**src/rtl/draw_pkg.sv**
```systemverilog
// Shared widths, rectangle record and scheduler state encoding for the draw scheduler.
// Holds no logic; imported by the scheduler and its shadow store.
package draw_pkg;

  localparam int X_W  = 8;
  localparam int Y_W  = 7;
  localparam int SZ_W = 5;
  localparam int C_W  = 3;

  localparam logic [C_W-1:0] BG_COLOUR_DEF = 3'b000;

  typedef struct packed {
    logic [X_W-1:0]  x;
    logic [Y_W-1:0]  y;
    logic [SZ_W-1:0] w;
    logic [SZ_W-1:0] h;
  } pos_t;

  typedef enum logic [3:0] {
    ST_IDLE,
    ST_SELECT,
    ST_ERASE_LD,
    ST_ERASE_RUN,
    ST_DRAW_SEL,
    ST_DRAW_LD,
    ST_DRAW_RUN,
    ST_NEXT,
    ST_FINISH
  } state_t;

endpackage

```
**src/rtl/obj_shadow_regs.sv**
```systemverilog
// Per-slot copy of the last rectangle drawn plus its valid bit, so the next frame can erase it.
// Write lands on the next clock edge; read is combinational; no backpressure.
module obj_shadow_regs
  import draw_pkg::*;
#(
  parameter int NUM_OBJ = 8
) (
  input  logic                       i_clk,
  input  logic                       i_rst_n,
  input  logic                       i_we,
  input  logic [$clog2(NUM_OBJ)-1:0] i_waddr,
  input  logic                       i_wvld,
  input  pos_t                       i_wpos,
  input  logic [$clog2(NUM_OBJ)-1:0] i_raddr,
  output logic                       o_rvld,
  output pos_t                       o_rpos
);

  pos_t               r_pos [NUM_OBJ];
  logic [NUM_OBJ-1:0] r_vld;

  always_ff @(posedge i_clk or negedge i_rst_n) begin
    if (!i_rst_n) begin
      r_vld <= '0;
      for (int i = 0; i < NUM_OBJ; i++) begin
        r_pos[i] <= '0;
      end
    end else if (i_we) begin
      r_vld[i_waddr] <= i_wvld;
      r_pos[i_waddr] <= i_wpos;
    end
  end

  assign o_rvld = r_vld[i_raddr];
  assign o_rpos = r_pos[i_raddr];

endmodule

```
**src/rtl/draw_scheduler.sv**
```systemverilog
// Walks the object table once per start, erasing each slot's previous rectangle then drawing the new one.
// Engine handshake is load strobe then run until drw_done (ignored in first run cycle) or TIMEOUT.
module draw_scheduler
  import draw_pkg::*;
#(
  parameter int             NUM_OBJ   = 8,
  parameter logic [C_W-1:0] BG_COLOUR = BG_COLOUR_DEF,
  parameter int             TIMEOUT   = 4096
) (
  input  logic                       clk,
  input  logic                       reset,
  input  logic                       start,
  output logic [$clog2(NUM_OBJ)-1:0] obj_idx,
  input  logic                       obj_valid,
  input  logic [X_W-1:0]             obj_x,
  input  logic [Y_W-1:0]             obj_y,
  input  logic [SZ_W-1:0]            obj_w,
  input  logic [SZ_W-1:0]            obj_h,
  input  logic [C_W-1:0]             obj_c,
  output logic [X_W-1:0]             drw_x,
  output logic [Y_W-1:0]             drw_y,
  output logic [SZ_W-1:0]            drw_w,
  output logic [SZ_W-1:0]            drw_h,
  output logic [C_W-1:0]             drw_c,
  output logic                       drw_load_n,
  output logic                       drw_en,
  input  logic                       drw_done,
  output logic                       busy,
  output logic                       frame_done,
  output logic                       err
);

  localparam int IDX_W = $clog2(NUM_OBJ);
  localparam int CNT_W = $clog2(TIMEOUT + 1);
  localparam logic [IDX_W-1:0] IDX_LAST = IDX_W'(NUM_OBJ - 1);
  localparam logic [CNT_W-1:0] CNT_LAST = CNT_W'(TIMEOUT - 1);

  state_t           r_state;
  logic [IDX_W-1:0] r_idx;
  logic [CNT_W-1:0] r_cnt;
  pos_t             r_drw_pos;
  logic [C_W-1:0]   r_drw_c;
  logic             r_load_n;
  logic             r_en;
  logic             r_busy;
  logic             r_frame_done;
  logic             r_err;

  logic             w_shadow_vld;
  pos_t             w_shadow_pos;
  pos_t             w_obj_pos;
  logic             w_shadow_we;
  logic             w_run_done;
  logic             w_run_tmo;

  assign w_obj_pos   = '{x: obj_x, y: obj_y, w: obj_w, h: obj_h};
  assign w_shadow_we = (r_state == ST_DRAW_SEL);
  // The first run cycle's cnt is zero, which masks a done left over from the previous rectangle.
  assign w_run_done  = (r_cnt != '0) && drw_done;
  assign w_run_tmo   = (r_cnt == CNT_LAST);

  obj_shadow_regs #(
    .NUM_OBJ (NUM_OBJ)
  ) u_shadow (
    .i_clk   (clk),
    .i_rst_n (reset),
    .i_we    (w_shadow_we),
    .i_waddr (r_idx),
    .i_wvld  (obj_valid),
    .i_wpos  (w_obj_pos),
    .i_raddr (r_idx),
    .o_rvld  (w_shadow_vld),
    .o_rpos  (w_shadow_pos)
  );

  always_ff @(posedge clk or negedge reset) begin
    if (!reset) begin
      r_state      <= ST_IDLE;
      r_idx        <= '0;
      r_cnt        <= '0;
      r_drw_pos    <= '0;
      r_drw_c      <= '0;
      r_load_n     <= 1'b1;
      r_en         <= 1'b0;
      r_busy       <= 1'b0;
      r_frame_done <= 1'b0;
      r_err        <= 1'b0;
    end else begin
      case (r_state)
        ST_IDLE: begin
          if (start) begin
            r_idx   <= '0;
            r_err   <= 1'b0;
            r_busy  <= 1'b1;
            r_state <= ST_SELECT;
          end
        end
        ST_SELECT: begin
          if (w_shadow_vld) begin
            r_drw_pos <= w_shadow_pos;
            r_drw_c   <= BG_COLOUR;
            r_load_n  <= 1'b0;
            r_state   <= ST_ERASE_LD;
          end else begin
            r_state   <= ST_DRAW_SEL;
          end
        end
        ST_ERASE_LD, ST_DRAW_LD: begin
          r_load_n <= 1'b1;
          r_en     <= 1'b1;
          r_cnt    <= '0;
          r_state  <= (r_state == ST_ERASE_LD) ? ST_ERASE_RUN : ST_DRAW_RUN;
        end
        ST_ERASE_RUN, ST_DRAW_RUN: begin
          if (w_run_done || w_run_tmo) begin
            if (!w_run_done) begin
              r_err <= 1'b1;
            end
            r_en    <= 1'b0;
            r_state <= (r_state == ST_ERASE_RUN) ? ST_DRAW_SEL : ST_NEXT;
          end else begin
            r_cnt <= r_cnt + CNT_W'(1);
          end
        end
        ST_DRAW_SEL: begin
          if (obj_valid) begin
            r_drw_pos <= w_obj_pos;
            r_drw_c   <= obj_c;
            r_load_n  <= 1'b0;
            r_state   <= ST_DRAW_LD;
          end else begin
            r_state   <= ST_NEXT;
          end
        end
        ST_NEXT: begin
          if (r_idx == IDX_LAST) begin
            r_frame_done <= 1'b1;
            r_state      <= ST_FINISH;
          end else begin
            r_idx   <= r_idx + IDX_W'(1);
            r_state <= ST_SELECT;
          end
        end
        ST_FINISH: begin
          r_frame_done <= 1'b0;
          r_busy       <= 1'b0;
          r_state      <= ST_IDLE;
        end
        default: begin
          r_load_n     <= 1'b1;
          r_en         <= 1'b0;
          r_busy       <= 1'b0;
          r_frame_done <= 1'b0;
          r_state      <= ST_IDLE;
        end
      endcase
    end
  end

  assign obj_idx    = r_idx;
  assign drw_x      = r_drw_pos.x;
  assign drw_y      = r_drw_pos.y;
  assign drw_w      = r_drw_pos.w;
  assign drw_h      = r_drw_pos.h;
  assign drw_c      = r_drw_c;
  assign drw_load_n = r_load_n;
  assign drw_en     = r_en;
  assign busy       = r_busy;
  assign frame_done = r_frame_done;
  assign err        = r_err;

endmodule
```
**config.mk**
```make
export PLATFORM = sky130hd
export DESIGN_NAME = draw_scheduler
export DESIGN_NICKNAME = d
export VERILOG_FILES = /design/src/rtl/draw_pkg.sv /design/src/rtl/obj_shadow_regs.sv /design/src/rtl/draw_scheduler.sv
export SDC_FILE = /design/constraint.sdc
export NUM_CORES = 1
export LEC_CHECK = 0
export CAP_MARGIN = 40
export CORE_UTILIZATION = 45
export CTS_CLUSTER_DIAMETER = 80
export CTS_CLUSTER_SIZE = 10
export DETAILED_ROUTE_END_ITERATION = 10
export PLACE_DENSITY = 0.67
export SYNTH_ARGS = -nofsm -noshare
export SYNTH_HDL_FRONTEND = slang
export SYNTH_SLANG_ARGS = --single-unit
```
**constraint.sdc**
```tcl
create_clock -name clk -period 2.6 [get_ports clk]
set_input_delay 0.52 -clock clk [delete_from_list [all_inputs] [get_ports clk]]
set_output_delay 0.52 -clock clk [all_outputs]
set_load 0.02 [all_outputs]
```
=== Yosys cells after proc, flatten, opt, wreduce, memory -nomap -nowiden ===
Cells that the tools add are included.

* Bits in registers: 261
* Input port bits: 33
* Word-level logic and storage cells: 143

* Add/sub/neg operators: 2
* Magnitude comparators: 4
* Equality and inequality tests: 18
* Mux-type cells: 43
* Bitwise logic cells: 5
* Reductions and logical operators: 25

{| class="wikitable"
|+ Operator list
! cell !! count
|-
| $bwmux W200 || 1
|-
| $mux W25 || 5
|-
| $bmux W25 S3 || 1
|-
| $demux W25 S3 || 1
|-
| $pmux W25 S2 || 1
|-
| $pmux W13 S2 || 1
|-
| $pmux W4 S6 || 1
|-
| $mux W3 || 6
|-
| $eq A4 B3 Y1 const B || 4
|-
| $ne A2 B2 Y1 const B || 7
|-
| $reduce_or A7 Y1 || 2
|-
| $add A13 B1 Y13 const B || 1
|-
| $eq A13 B12 Y1 const B || 1
|-
| $mux W13 || 1
|-
| $reduce_bool A13 Y1 || 1
|-
| $mux W4 || 3
|-
| $pmux W3 S2 || 2
|-
| $mux W1 || 10
|-
| $reduce_and A2 Y1 || 5
|-
| $reduce_or A5 Y1 || 2
|-
| $reduce_and A3 Y1 || 3
|-
| $bwmux W8 || 1
|-
| $eq A4 B2 Y1 const B || 2
|-
| $reduce_bool A2 Y1 || 4
|-
| 21 further kinds || 31
|}

=== Logic depth before layout (Yosys ltp) ===
Gate-level depths: netlist of run 1.

* Depth after elaboration: 6
* Depth in mapped cells: 8
* Mapped depth without buffers: 7

=== Cells and area by module ===
From an unflattened synthesis of run 1, not the netlist that was laid out.

* Cell total of the unflattened synthesis: 823
* Area total of the unflattened synthesis: 12,205.5 sq um

{| class="wikitable"
|+ Modules (own cells, without submodules)
! module !! times used !! cells an instance !! area each (sq um)
|-
| obj_shadow_regs || 1 || 540 || 9,375.2
|-
| draw_scheduler || 1 || 283 || 2,830.2
|}

=== Worst setup path after synthesis of run 1 ===
OpenSTA, ideal clock, no wires.

* Kind: flip-flop to flip-flop
* From: reg r_idx[1], in the netlist obj_idx[1]
* To: reg u_shadow.r_pos[25] in the netlist's numbering
* Arrival: 2,129 ps
* Data required time: 2,475 ps
* Path slack: 346 ps
* Cell stages (with the launch flop): 8
* Period minus slack after synthesis: 2,254 ps
* Cell sequence: dfrtp_1 > clkbuf_2 > buf_4 > buf_4 > nand2_1 > nor3b_2 > buf_4 > mux2_2

* Cells in the longest elaborated chain, start to end: 6
* Elaborated cells between the ends (all ways): 7
* Those cells by class: 2 x order compare; 3 x mux; 1 x bitwise; 1 x reduce/logical

{| class="wikitable"
|+ RTL lines
! item !! line !! source
|-
| start: declaration || draw_scheduler.sv:39 || <nowiki>logic [IDX_W-1:0] r_idx;</nowiki>
|-
| start signal: assignment || draw_scheduler.sv:140 || <nowiki>r_idx <= r_idx + IDX_W'(1);</nowiki>
|-
| $not A3 Y4 (not written as such) * || obj_shadow_regs.sv:30 || <nowiki>r_pos[i_waddr] <= i_wpos;</nowiki>
|-
| $ge A4 B4 Y1 (not written as such) / $lt A4 B1 Y1 (equally long branches) || obj_shadow_regs.sv:30 ||
|-
| $logic_and A1 B1 Y1 (not written as such) || obj_shadow_regs.sv:30 ||
|-
| $mux W25 (not written as such) || obj_shadow_regs.sv:30 ||
|-
| $demux W25 S3 * || obj_shadow_regs.sv:30 ||
|-
| $bwmux W200 * || obj_shadow_regs.sv:30 ||
|-
| end signal: indexed assignment || obj_shadow_regs.sv:30 ||
|-
| end: declaration || obj_shadow_regs.sv:19 || <nowiki>pos_t r_pos [NUM_OBJ];</nowiki>
|}

Every way passes the cells marked *; elsewhere a longest branch is shown, timed or not.
A chain may end at the register's enable or synchronous reset.

=== Worst setup path in the final report of run 1 ===
* From: reg r_idx[0], in the netlist obj_idx[0]
* To: out obj_idx[0]

{| class="wikitable"
|+ RTL lines
! item !! line !! source
|-
| end: declaration || draw_scheduler.sv:13 || <nowiki>output logic [$clog2(NUM_OBJ)-1:0] obj_idx,</nowiki>
|}

No word-level cell between the ends.

==> results_tabular.tex, run 1 <==
\begin{tabular}{lr}
\hline
Metric & Value \\
\hline
\multicolumn{2}{l}{\textbf{Run status}} \\
\quad Outcome & complete, no violations \\
\multicolumn{2}{l}{\textbf{Setup path}} \\
\quad Cell family with the largest share of critical-path delay & buffers and inverters \\
\quad Standard cell with the maximum stage delay on the critical path & clkdlybuf4s50\_1 \\
\quad Endpoint required time on the critical path & 2.08 ns \\
\quad CP arrival & 1.92 ns \\
\quad Bufs and invs on worst path & 2 \\
\quad Worst setup path class & reg2out \\
\quad Largest stage delay on the critical path & 0.66 ns \\
\quad Critical path fanouts, max & 14 \\
\quad Crit path launch type & flip-flop \\
\quad Cell Chain, Critical Path & buf\_4 > clkdlybuf4s50\_1 \\
\quad Worst Setup End Kind & primary output \\
\multicolumn{2}{l}{\textbf{Cells and area}} \\
\quad Share of layout cells above drive strength 1 & 37.9\% \\
\quad Ant. Diodes & 0 \\
\quad Footprint of the multi-input gates & 5090 um2 \\
\quad Register area & 6540 um2 \\
\quad Final Util & 53.8\% \\
\quad Final net count & 962 \\
\quad Layout area overhead & 17.4\% \\
\quad Fill cell instance count of the final layout & 2174 \\
\quad Area of all placed cells without fillers & 14000 um2 \\
\multicolumn{2}{l}{\textbf{Clock tree}} \\
\quad Maximum buffer depth of the clock tree & 3 \\
\quad CTS clk-pin slew, worst paths & 0.06 ns \\
\quad TritonCTS Buffers & 30 \\
\quad Post CTS Setup Buffer Count & 0 \\
\quad Post-cts repair resize count & 0 \\
\quad Total number of H-tree levels & 1 \\
\quad Clock Root Buffer & clkbuf\_16 \\
\quad Number of clock sinks & 261 \\
\quad Clock tree from TritonCTS & built \\
\quad Insertion delay to the later sink of the worst-skew pair & 0.55 ns \\
\multicolumn{2}{l}{\textbf{STA}} \\
\quad \# setup viols final & 0 \\
\quad Headroom to the max-slew limit & 58.6\% \\
\quad Slew @ Worst Pin & 0.615 ns \\
\quad Final Hold Fails & 0 \\
\quad Post-layout min period & 2.44 ns \\
\quad Highest clock rate & 0.410 GHz \\
\quad Worst hold slack across all endpoints & 0.484 ns \\
\quad Setup repair after global routing missed its margin & no \\
\quad Final worst path period share & 93.8\% \\
\quad Clock tree skew after final layout & 0.00909 ns \\
\quad Setup Total Neg Slack & 0 ns \\
\quad Final Max Slew Viols & 0 \\
\multicolumn{2}{l}{\textbf{Die}} \\
\quad Area of the core region & 26000 um2 \\
\quad Die X & 165 um \\
\quad Die Y-Extent & 165 um \\
\quad Standard-cell row count & 59 \\
\quad Area of the die & 27100 um2 \\
\quad Top-level I/O count & 69 \\
\quad Initial Util & 45.8\% \\
\multicolumn{2}{l}{\textbf{Synth}} \\
\quad Distinct cell type count of the synthesized netlist & 53 \\
\quad Cell count after synthesis & 834 \\
\quad Synth Net Count & 871 \\
\quad Part of the Yosys area used for sequential elements & 54.9\% \\
\quad Leading cell type by number of instances after synthesis & dfrtp\_1 \\
\quad Leading post-synthesis cells by instance count & dfrtp\_1, mux2\_2, mux4\_2, nand2\_1, o21ai\_0 \\
\quad Post-synthesis register bit count & 261 \\
\quad Cell accounting for the most synthesized area & dfrtp\_1 \\
\quad Share of flip-flops with an asynchronous set or reset after synthesis & 100\% \\
\quad Avg Cell Area, Syn & 14.3 um2 \\
\quad Post-synth design cell area & 11900 um2 \\
\quad Commonest register cell after synthesis & dfrtp\_1 \\
\quad Count of flip-flops with a built-in enable after synthesis & 0 \\
\quad Top cells by area in the synthesized netlist & dfrtp\_1, mux2\_2, mux4\_2 \\
\quad Yosys warning count & 0 \\
\quad Portion of synthesized cell area occupied by the leading cell type & 54.7\% \\
\multicolumn{2}{l}{\textbf{Global route}} \\
\quad Global route total overflow & 0 \\
\quad Largest net degree at the start of global routing & 61 \\
\quad All-layer global routing usage & 19.7\% \\
\quad Wire length of the first global-routing pass & 41300 um \\
\quad Initial antenna violation count & 0 \\
\quad Vias in the first global route & 7287 \\
\multicolumn{2}{l}{\textbf{Power and ir drop}} \\
\quad Peak supply drop & 0.729 mV \\
\quad Total Power & 17.2 mW \\
\quad Cell area power density & 1230 nW/um2 \\
\quad Leakage power total & 6.02 nW \\
\multicolumn{2}{l}{\textbf{Route}} \\
\quad Detailed-route vias per instance & 5.60 \\
\quad Highest routed metal layer & met4 \\
\quad DR WL met3 & 792 um \\
\quad Routed metal-1 wirelength & 11800 um \\
\quad Detailed Routing Iterations Pass 1 & 4 \\
\quad Count of nets left with antenna violations after detail routing & 0 \\
\quad Routed Wire Length & 25100 um \\
\quad Number of design-rule violations left by the first detailed-router iteration & 443 \\
\quad Wire length per cell after detailed routing & 19.7 um \\
\quad Vias & 7126 \\
\quad Residual DRC count & 0 \\
\quad Met2 wire length & 12000 um \\
\multicolumn{2}{l}{\textbf{Place}} \\
\quad Routability-driven placement congestion ratio & 0.787 \\
\quad Hpwl dp & 16200 um \\
\quad Dpl cell area & 13100 um2 \\
\quad PortBufs & 68 \\
\multicolumn{2}{l}{\textbf{Flow run}} \\
\quad Number of max-cap violations & 0 \\
\multicolumn{2}{l}{\textbf{Min path}} \\
\quad Class of the tightest hold or removal check & reg2reg \\
\hline
\end{tabular}
## flip-flops by register name, summed over array words and instances, names as in the netlist
name	cells
r_state	4
drw_en	1
drw_c	3
drw_y	7
busy	1
obj_idx	3
u_shadow.r_vld	8
err	1
frame_done	1
drw_load_n	1
drw_x	8
drw_h	5
drw_w	5
r_cnt	13
u_shadow.r_pos	200
## per-layer routing
| layer | up-vias | GRT usage, % |
|---|---|---|
| met5 | - | 0 |
| met4 | 0 | 4.38 |
| met3 | 39 | 2.54 |
| met2 | 110 | 31.5 |
| met1 | 3709 | 28.9 |
| li1 | 3268 | - |
## cell type report
class / instances / area share (%)
clock buffer: 42 / 5.69
clock inverter: 2 / 0.179
inverter: 7 / 0.188
multi-input combinational: 514 / 36.5
sequential: 261 / 46.8
tap: 335 / 3.00
timing repair buffer: 111 / 7.68
## path summary, 6_finish.rpt
path                            startpoint             endpoint  slack (ns)  cells past startpoint
worst min-delay path              drw_x[5]             drw_x[5]        0.48                      2
worst min register to register    drw_x[5]             drw_x[5]        0.48                      2
max in group asynchronous            reset  u_shadow.r_pos[147]        1.42                      3
worst max-delay path            obj_idx[0]           obj_idx[0]        0.16                      2
worst max register to register    r_cnt[1]            r_cnt[10]        0.26                      7
min in group asynchronous            reset            r_cnt[11]        0.50                      2
## power breakdown
group	total (mW)	internal (mW)	switching [mW]
Sequential	6.98	5.96	1.02
Clock	3.63	2.09	1.54
Combinational	6.61	3.73	2.88
## what timing repair did
action | 4_1_cts | 5_1_grt
hold endpoints to repair | 53 | 0
setup endpoints to repair | 0 | 0
hold buffers | 1 | 0
## layout by cell type, fill, tap and decap left out, types with 5 or more instances in the layout
cell               n
a21oi_1           32
buf_12             5
buf_4             37
clkbuf_1          12
clkbuf_16         30
clkdlybuf4s50_1   67
dfrtp_1          257
inv_1              6
mux2_2           209
mux2i_1           28
mux4_2            52
nand2_1           45
nand3_1            7
nor2_1            34
nor2b_1            5
nor3_1             7
o21ai_0           40
## per-stage QoR
stage                     instances  setup slack [ns]
after detailed placement       1227             0.250
after global routing           1272            0.0699
final                          1272             0.162
after floorplan                 834             0.346
after global placement         1227             0.361
after CTS                      1272             0.120
## logic make-up after synthesis
family / Yosys count / synth area share (%)
compound gates: 97 / 4.95
simple gates: 123 / 5.18
flops: 261 / 54.9
fa+ha+maj: 4 / 0.420
mux: 290 / 32.1
buf+inv: 59 / 2.52
## worst register-to-register path: stages (launching register included)
cell and delay [ns]:
dfrtp_1 0.40, inv_1 0.08, ha_1 0.13, or4b_2 0.62
o31ai_4 0.23, nand3_1 0.30, nor3_1 0.29, mux2i_1 0.21
(Power assumes the default switching activity.)
==> run 2: changes to the inputs <==
CORE_UTILIZATION = 49   (was 45)
PLACE_DENSITY = 0.72   (was 0.67)
==> run 2 against run 1 <==
  * Hold slack got worse by 0.0057 ns
  * Via count hardly changed
  * Sequential share of layout area decreased by 0.092 points
  * Sequential power about the same
  * Die area decreased by 8.1%
  * Largest cell class unchanged
==> results_tabular.tex, run 2 (synthesis results as in run 1) <==
\begin{tabular}{lr}
\hline
Metric & Value \\
\hline
\multicolumn{2}{l}{\textbf{Setup path}} \\
\quad Critical path fanouts, max & 15 (was 14) \\
\quad Worst setup path class & reg2out (unchanged) \\
\quad CP arrival & 1.89 ns (was 1.92 ns) \\
\quad Worst Setup End Kind & primary output (unchanged) \\
\quad Standard cell with the maximum stage delay on the critical path & clkdlybuf4s50\_1 (unchanged) \\
\quad Largest stage delay on the critical path & 0.70 ns (was 0.66 ns) \\
\quad Crit path launch type & flip-flop (unchanged) \\
\quad Endpoint required time on the critical path & 2.08 ns (about the same) \\
\quad Cell family with the largest share of critical-path delay & buffers and inverters (unchanged) \\
\quad Bufs and invs on worst path & 1 (was 2) \\
\quad Cell Chain, Critical Path & clkdlybuf4s50\_1 (was buf\_4 > clkdlybuf4s50\_1) \\
\multicolumn{2}{l}{\textbf{Global route}} \\
\quad All-layer global routing usage & 21.2\% (was 19.7\%) \\
\quad Wire length of the first global-routing pass & 40800 um (was 41300 um) \\
\quad Vias in the first global route & 7501 (was 7287) \\
\quad Initial antenna violation count & 0 (unchanged) \\
\quad Largest net degree at the start of global routing & 73 (was 61) \\
\quad Global route total overflow & 0 (unchanged) \\
\multicolumn{2}{l}{\textbf{STA}} \\
\quad Final worst path period share & 92.9\% (was 93.8\%) \\
\quad Post-layout min period & 2.41 ns (was 2.44 ns) \\
\quad Headroom to the max-slew limit & 58.6\% (about the same) \\
\quad Highest clock rate & 0.414 GHz (was 0.410 GHz) \\
\quad Final Max Slew Viols & 0 (unchanged) \\
\quad Slew @ Worst Pin & 0.621 ns (was 0.615 ns) \\
\quad Clock tree skew after final layout & 0.00934 ns (was 0.00909 ns) \\
\quad Setup Total Neg Slack & 0 ns (unchanged) \\
\quad \# setup viols final & 0 (unchanged) \\
\quad Setup repair after global routing missed its margin & no (unchanged) \\
\quad Final Hold Fails & 0 (unchanged) \\
\multicolumn{2}{l}{\textbf{Cells and area}} \\
\quad Most common cell after layout, fill and taps aside & dfrtp\_1 (unchanged) \\
\quad Max reg flops & 200 (unchanged) \\
\quad Share of layout cells above drive strength 1 & 38.0\% (was 37.9\%) \\
\quad Largest regs & u\_shadow.r\_pos (200), r\_cnt (13) (unchanged) \\
\quad Fill cell instance count of the final layout & 1930 (was 2174) \\
\quad Layout area overhead & 17.6\% (was 17.4\%) \\
\quad Most used cells in the layout excluding fill and tap cells & dfrtp\_1, mux2\_2, clkdlybuf4s50\_1, mux4\_2, nand2\_1 (unchanged) \\
\quad Ant. Diodes & 0 (unchanged) \\
\quad Register area & 6540 um2 (unchanged) \\
\quad Final Util & 59.1\% (was 53.8\%) \\
\quad Register containing the most flip-flops in the final layout & u\_shadow.r\_pos (unchanged) \\
\quad Footprint of the multi-input gates & 5090 um2 (unchanged) \\
\quad Final net count & 964 (was 962) \\
\multicolumn{2}{l}{\textbf{Route}} \\
\quad Residual DRC count & 0 (unchanged) \\
\quad Routed Wire Length & 24700 um (was 25100 um) \\
\quad Wire length per cell after detailed routing & 19.6 um (was 19.7 um) \\
\quad Number of design-rule violations left by the first detailed-router iteration & 435 (was 443) \\
\quad Detailed-route vias per instance & 5.66 (was 5.60) \\
\quad Count of nets left with antenna violations after detail routing & 0 (unchanged) \\
\quad Detailed Routing Iterations Pass 1 & 4 (unchanged) \\
\quad Vias & 7123 (was 7126) \\
\multicolumn{2}{l}{\textbf{Clock tree}} \\
\quad TritonCTS Buffers & 30 (unchanged) \\
\quad Post-cts repair resize count & 0 (unchanged) \\
\quad Total number of H-tree levels & 1 (unchanged) \\
\quad Insertion delay to the later sink of the worst-skew pair & 0.54 ns (was 0.55 ns) \\
\quad CTS clk-pin slew, worst paths & 0.06 ns (about the same) \\
\quad Clock Root Buffer & clkbuf\_16 (unchanged) \\
\quad Clock tree from TritonCTS & built (unchanged) \\
\quad Maximum buffer depth of the clock tree & 3 (unchanged) \\
\quad Number of clock sinks & 261 (unchanged) \\
\multicolumn{2}{l}{\textbf{Die}} \\
\quad Die Y-Extent & 158 um (was 165 um) \\
\quad Initial Util & 50.3\% (was 45.8\%) \\
\quad Standard-cell row count & 56 (was 59) \\
\quad Die X & 158 um (was 165 um) \\
\quad Area of the core region & 23700 um2 (was 26000 um2) \\
\quad Top-level I/O count & 69 (unchanged) \\
\quad Area of the die & 24900 um2 (was 27100 um2) \\
\multicolumn{2}{l}{\textbf{Place}} \\
\quad Routability-driven placement congestion ratio & 0.812 (was 0.787) \\
\quad PortBufs & 68 (unchanged) \\
\quad Hpwl dp & 15500 um (was 16200 um) \\
\multicolumn{2}{l}{\textbf{Power and ir drop}} \\
\quad Peak supply drop & 0.632 mV (was 0.729 mV) \\
\quad Cell area power density & 1230 nW/um2 (about the same) \\
\quad Leakage power total & 6.04 nW (was 6.02 nW) \\
\multicolumn{2}{l}{\textbf{Run status}} \\
\quad Outcome & complete, no violations (unchanged) \\
\multicolumn{2}{l}{\textbf{Min path}} \\
\quad Class of the tightest hold or removal check & reg2reg (unchanged) \\
\multicolumn{2}{l}{\textbf{Flow run}} \\
\quad Number of max-cap violations & 0 (unchanged) \\
\hline
\end{tabular}
-- run 2: cell types whose count changed in the layout (fill, tap and decap cells not counted) --
cell / delta
buf_12: +1
buf_16: +1
-- run 2: metrics by stage --
stage,area [um2],cells,power [mW],worst slack [ns],hold WS (ns)
after CTS,14000,1258,17.5,0.143,0.481
after detailed placement,13100,1212,13.7,0.321,0.469
after global routing,14000,1258,18.4,0.116,0.496
final,14000,1258,17.3,0.185,0.479
after global placement,13100,1212,13.5,0.386,0.463
after floorplan,11900,834,11.7,0.346,0.224
-- run 2: worst min-delay path: stages (launching register included) --
cell     delay, ns
dfrtp_1       0.34
nand2_1       0.05
o21ai_0       0.06
-- run 2: per-layer routing --
metal	vias up	track usage, %	part of all wire, %
met1	3696	30.9	47
met3	30	2.66	3.7
li1	3266	-	-
met2	131	34.3	48
met5	-	0	0
met4	0	4.67	1.5
-- run 2: path summary, 6_finish.rpt --
kind / cells after the start / startpoint / end / slack [ns]
max in group asynchronous: 3 / reset / u_shadow.r_pos[189] / 1.34
hold / removal: 2 / drw_y[1] / drw_y[1] / 0.48
min in group asynchronous: 2 / reset / r_cnt[7] / 0.51
setup reg to reg: 7 / r_cnt[1] / r_cnt[10] / 0.30
setup / recovery: 1 / obj_idx[1] / obj_idx[1] / 0.19
hold reg to reg: 2 / drw_y[1] / drw_y[1] / 0.48
-- run 2: area by class of cell --
| type | instances | share of cell area [%] |
|---|---|---|
| Tap cell | 319 | 2.85 |
| Inverter | 7 | 0.188 |
| Multi-Input combinational cell | 514 | 36.4 |
| Clock inverter | 2 | 0.179 |
| Timing Repair Buffer | 113 | 8.01 |
| Sequential cell | 261 | 46.7 |
| Clock buffer | 42 | 5.68 |
-- run 2: what timing repair did --
item                                    CTS  global route
hold endpoints to repair                 53             0
hold buffers                              1             0
endpoints found under the setup margin    1             0
setup buffers                             1             0
-- run 2: where the power goes --
part / total (mW) / leakage [nW] / switching, mW / internal (mW)
clock: 3.62 / 0.395 / 1.53 / 2.09
sequential: 6.95 / 3.24 / 0.989 / 5.96
combinational: 6.71 / 2.41 / 2.93 / 3.78
==> run 3: changes to the inputs <==
ABC_AREA = 1   (was not set)
PLACE_DENSITY = 0.71   (was 0.72)
SLEW_MARGIN = 15   (was not set)
==> run 3 against run 2 <==
  * Register-to-register slack improved by 0.05 ns
  * Largest power group unchanged
  * Critical path depth did not move
  * Utilization fell by 1.2 points
==> results_tabular.tex, run 3 <==
\begin{tabular}{lr}
\hline
Metric & Value \\
\hline
\multicolumn{2}{l}{\textbf{STA}} \\
\quad Final Max Slew Viols & 0 (unchanged) \\
\quad Clock tree skew after final layout & 0.0295 ns (was 0.00934 ns) \\
\quad Highest clock rate & 0.421 GHz (was 0.414 GHz) \\
\quad Setup Total Neg Slack & 0 ns (unchanged) \\
\quad Final Hold Fails & 0 (unchanged) \\
\quad \# setup viols final & 0 (unchanged) \\
\quad Slew @ Worst Pin & 0.663 ns (was 0.621 ns) \\
\quad Final worst path period share & 91.4\% (was 92.9\%) \\
\quad Setup repair after global routing missed its margin & no (unchanged) \\
\quad Post-layout min period & 2.38 ns (was 2.41 ns) \\
\quad Headroom to the max-slew limit & 55.8\% (was 58.6\%) \\
\multicolumn{2}{l}{\textbf{Setup path}} \\
\quad Slack of the worst reg-to-reg path & 0.35 ns (was 0.30 ns) \\
\quad R2r worst-path depth & 7 (unchanged) \\
\quad Endpoint required time on the critical path & 2.08 ns (about the same) \\
\quad RR Startpoint & obj\_idx[0] (was r\_cnt[1]) \\
\quad Critical path fanouts, max & 23 (was 15) \\
\quad Largest stage delay on the critical path & 0.71 ns (was 0.70 ns) \\
\quad Worst Setup End Kind & primary output (unchanged) \\
\quad Bufs and invs on worst path & 1 (unchanged) \\
\quad CP arrival & 1.86 ns (was 1.89 ns) \\
\quad Crit path launch type & flip-flop (unchanged) \\
\quad Worst r2r dst & u\_shadow.r\_pos[72] (was r\_cnt[10]) \\
\quad Worst setup path class & reg2out (unchanged) \\
\quad Cell family with the largest share of critical-path delay & buffers and inverters (unchanged) \\
\quad Standard cell with the maximum stage delay on the critical path & clkdlybuf4s50\_1 (unchanged) \\
\quad Cell Chain, Critical Path & clkdlybuf4s50\_1 (unchanged) \\
\multicolumn{2}{l}{\textbf{Route}} \\
\quad Detailed-route vias per instance & 5.18 (was 5.66) \\
\quad Routed Wire Length & 31400 um (was 24700 um) \\
\quad Detailed Routing Iterations Pass 1 & 5 (was 4) \\
\quad Residual DRC count & 0 (unchanged) \\
\quad Count of nets left with antenna violations after detail routing & 0 (unchanged) \\
\quad Wire length per cell after detailed routing & 15.1 um (was 19.6 um) \\
\quad Vias & 10700 (was 7123) \\
\quad Number of design-rule violations left by the first detailed-router iteration & 896 (was 435) \\
\multicolumn{2}{l}{\textbf{Cells and area}} \\
\quad Fill cell instance count of the final layout & 2274 (was 1930) \\
\quad Final Util & 57.9\% (was 59.1\%) \\
\quad Ant. Diodes & 0 (unchanged) \\
\quad Register containing the most flip-flops in the final layout & u\_shadow.r\_pos (unchanged) \\
\quad Max reg flops & 200 (unchanged) \\
\quad Most used cells in the layout excluding fill and tap cells & nand2\_1, dfrtp\_1, inv\_1, o21ai\_0, nand3\_1 (was dfrtp\_1, mux2\_2, clkdlybuf4s50\_1, mux4\_2, nand2\_1) \\
\quad Largest regs & u\_shadow.r\_pos (200), r\_cnt (13) (unchanged) \\
\quad Final net count & 1766 (was 964) \\
\quad Share of layout cells above drive strength 1 & 5.39\% (was 38.0\%) \\
\quad Most common cell after layout, fill and taps aside & nand2\_1 (was dfrtp\_1) \\
\quad Layout area overhead & 15.9\% (was 17.6\%) \\
\multicolumn{2}{l}{\textbf{Run status}} \\
\quad Outcome & complete, no violations (unchanged) \\
\multicolumn{2}{l}{\textbf{Global route}} \\
\quad Initial antenna violation count & 0 (unchanged) \\
\quad Wire length of the first global-routing pass & 52500 um (was 40800 um) \\
\quad Vias in the first global route & 10200 (was 7501) \\
\quad All-layer global routing usage & 24.9\% (was 21.2\%) \\
\quad Global route total overflow & 0 (unchanged) \\
\quad Largest net degree at the start of global routing & 69 (was 73) \\
\multicolumn{2}{l}{\textbf{Synth}} \\
\quad Leading post-synthesis cells by instance count & nand2\_1, dfrtp\_1, inv\_1, o21ai\_0, nand3\_1 (was dfrtp\_1, mux2\_2, mux4\_2, nand2\_1, o21ai\_0) \\
\quad Leading cell type by number of instances after synthesis & nand2\_1 (was dfrtp\_1) \\
\quad Top cells by area in the synthesized netlist & dfrtp\_1, nand2\_1, o21ai\_0 (was dfrtp\_1, mux2\_2, mux4\_2) \\
\quad Portion of synthesized cell area occupied by the leading cell type & 51.7\% (was 54.7\%) \\
\quad Cell accounting for the most synthesized area & dfrtp\_1 (unchanged) \\
\quad Distinct cell type count of the synthesized netlist & 26 (was 53) \\
\quad Count of flip-flops with a built-in enable after synthesis & 0 (unchanged) \\
\quad Cell count after synthesis & 1674 (was 834) \\
\quad Avg Cell Area, Syn & 7.51 um2 (was 14.3 um2) \\
\quad Synth Net Count & 1711 (was 871) \\
\quad Post-synth design cell area & 12600 um2 (was 11900 um2) \\
\quad Part of the Yosys area used for sequential elements & 52.0\% (was 54.9\%) \\
\quad Commonest register cell after synthesis & dfrtp\_1 (unchanged) \\
\quad Yosys warning count & 0 (unchanged) \\
\quad Share of flip-flops with an asynchronous set or reset after synthesis & 100\% (unchanged) \\
\quad Post-synthesis register bit count & 261 (unchanged) \\
\multicolumn{2}{l}{\textbf{Clock tree}} \\
\quad Number of hold buffers added after CTS & 1 (unchanged) \\
\quad Number of clock sinks & 261 (unchanged) \\
\quad Post-cts repair resize count & 0 (unchanged) \\
\quad Maximum buffer depth of the clock tree & 3 (unchanged) \\
\quad Total number of H-tree levels & 1 (unchanged) \\
\quad Clock Root Buffer & clkbuf\_16 (unchanged) \\
\quad Clock tree from TritonCTS & built (unchanged) \\
\quad TritonCTS Buffers & 30 (unchanged) \\
\quad Post CTS Setup Buffer Count & 0 (was 1) \\
\quad CTS clk-pin slew, worst paths & 0.06 ns (about the same) \\
\quad Insertion delay to the later sink of the worst-skew pair & 0.55 ns (was 0.54 ns) \\
\multicolumn{2}{l}{\textbf{Die}} \\
\quad Initial Util & 49.9\% (was 50.3\%) \\
\quad Standard-cell row count & 58 (was 56) \\
\quad Area of the core region & 25200 um2 (was 23700 um2) \\
\quad Top-level I/O count & 69 (unchanged) \\
\quad Area of the die & 26300 um2 (was 24900 um2) \\
\quad Die X & 162 um (was 158 um) \\
\quad Die Y-Extent & 162 um (was 158 um) \\
\multicolumn{2}{l}{\textbf{Place}} \\
\quad PortBufs & 68 (unchanged) \\
\quad Routability-driven placement congestion ratio & 0.832 (was 0.812) \\
\quad Hpwl dp & 19300 um (was 15500 um) \\
\multicolumn{2}{l}{\textbf{Min path}} \\
\quad Worst min-delay path startpoint & drw\_y[6] (was drw\_y[1]) \\
\quad Class of the tightest hold or removal check & reg2reg (unchanged) \\
\quad Instance count along the most critical hold path & 2 (unchanged) \\
\quad Min-Delay Endpoint & drw\_y[6] (was drw\_y[1]) \\
\multicolumn{2}{l}{\textbf{Flow run}} \\
\quad Number of max-cap violations & 0 (unchanged) \\
\multicolumn{2}{l}{\textbf{Power and ir drop}} \\
\quad Total Power & 17.2 mW (was 17.3 mW) \\
\quad Leakage power total & 8.15 nW (was 6.04 nW) \\
\quad Peak supply drop & 0.616 mV (was 0.632 mV) \\
\quad Cell area power density & 1180 nW/um2 (was 1230 nW/um2) \\
\hline
\end{tabular}
[run 3: final cells by class]
class / instances / area (um2) / share of cell area, %
clock buffer: 45 / 828 / 5.68
timing repair buffer: 108 / 1060 / 7.30
clock inverter: 1 / 8.76 / 0.0601
tap: 330 / 413 / 2.83
sequential: 261 / 6540 / 44.8
multi-input combinational: 1088 / 4820 / 33.1
inverter: 240 / 901 / 6.18
[run 3: per-layer routing]
| metal | track usage [%] | vias to the layer above | wire length [um] |
|---|---|---|---|
| met4 | 6.82 | 0 | 677 |
| met2 | 40.4 | 308 | 14200 |
| li1 | - | 5328 | - |
| met3 | 3.45 | 60 | 1880 |
| met1 | 34.9 | 5042 | 14600 |
| met5 | 0 | - | 0 |
[run 3: cell families after synthesis]
group                    count (synthesis)  share of synthesized area [%]
AND/OR/NAND/NOR                        827                           26.8
buffers and inverters                  325                           9.91
XOR/XNOR                                 7                          0.488
flip-flops                             261                           52.0
adder cells (fa/ha/maj)                  4                          0.398
AO/OA/AOI/OAI                          250                           10.4
[run 3: stage by stage]
| stage | worst slack [ns] | hold slack, ns | std cells | instance area [um2] |
|---|---|---|---|---|
| floorplan | 0.896 | 0.224 | 1674 | 12600 |
| global placement | 0.499 | 0.448 | 2026 | 13700 |
| detailed placement | 0.377 | 0.458 | 2026 | 13700 |
| CTS | 0.223 | 0.473 | 2073 | 14600 |
| global route | 0.170 | 0.487 | 2073 | 14600 |
| finish | 0.223 | 0.469 | 2073 | 14600 |
[run 3: how the worst max path moves through the flow]
stage / start / to / cells past startpoint
6_report: obj_idx[0] / obj_idx[0] / 1
2_1_floorplan: obj_idx[1] / drw_h[1] / 10
3_3_place_gp: obj_idx[0] / u_shadow.r_pos[65] / 7
5_1_grt: obj_idx[0] / u_shadow.r_pos[67] / 7
3_5_place_dp: obj_idx[0] / u_shadow.r_pos[70] / 6
4_1_cts: obj_idx[0] / obj_idx[0] / 1
[run 3: report_power, final]
group          switching, mW  internal, mW  total (mW)  leakage, nW
clock                   1.59          2.16        3.74        0.403
sequential             0.976          5.82        6.79         2.82
combinational           4.19          2.47        6.66         4.92
total                   6.75          10.4        17.2         8.15
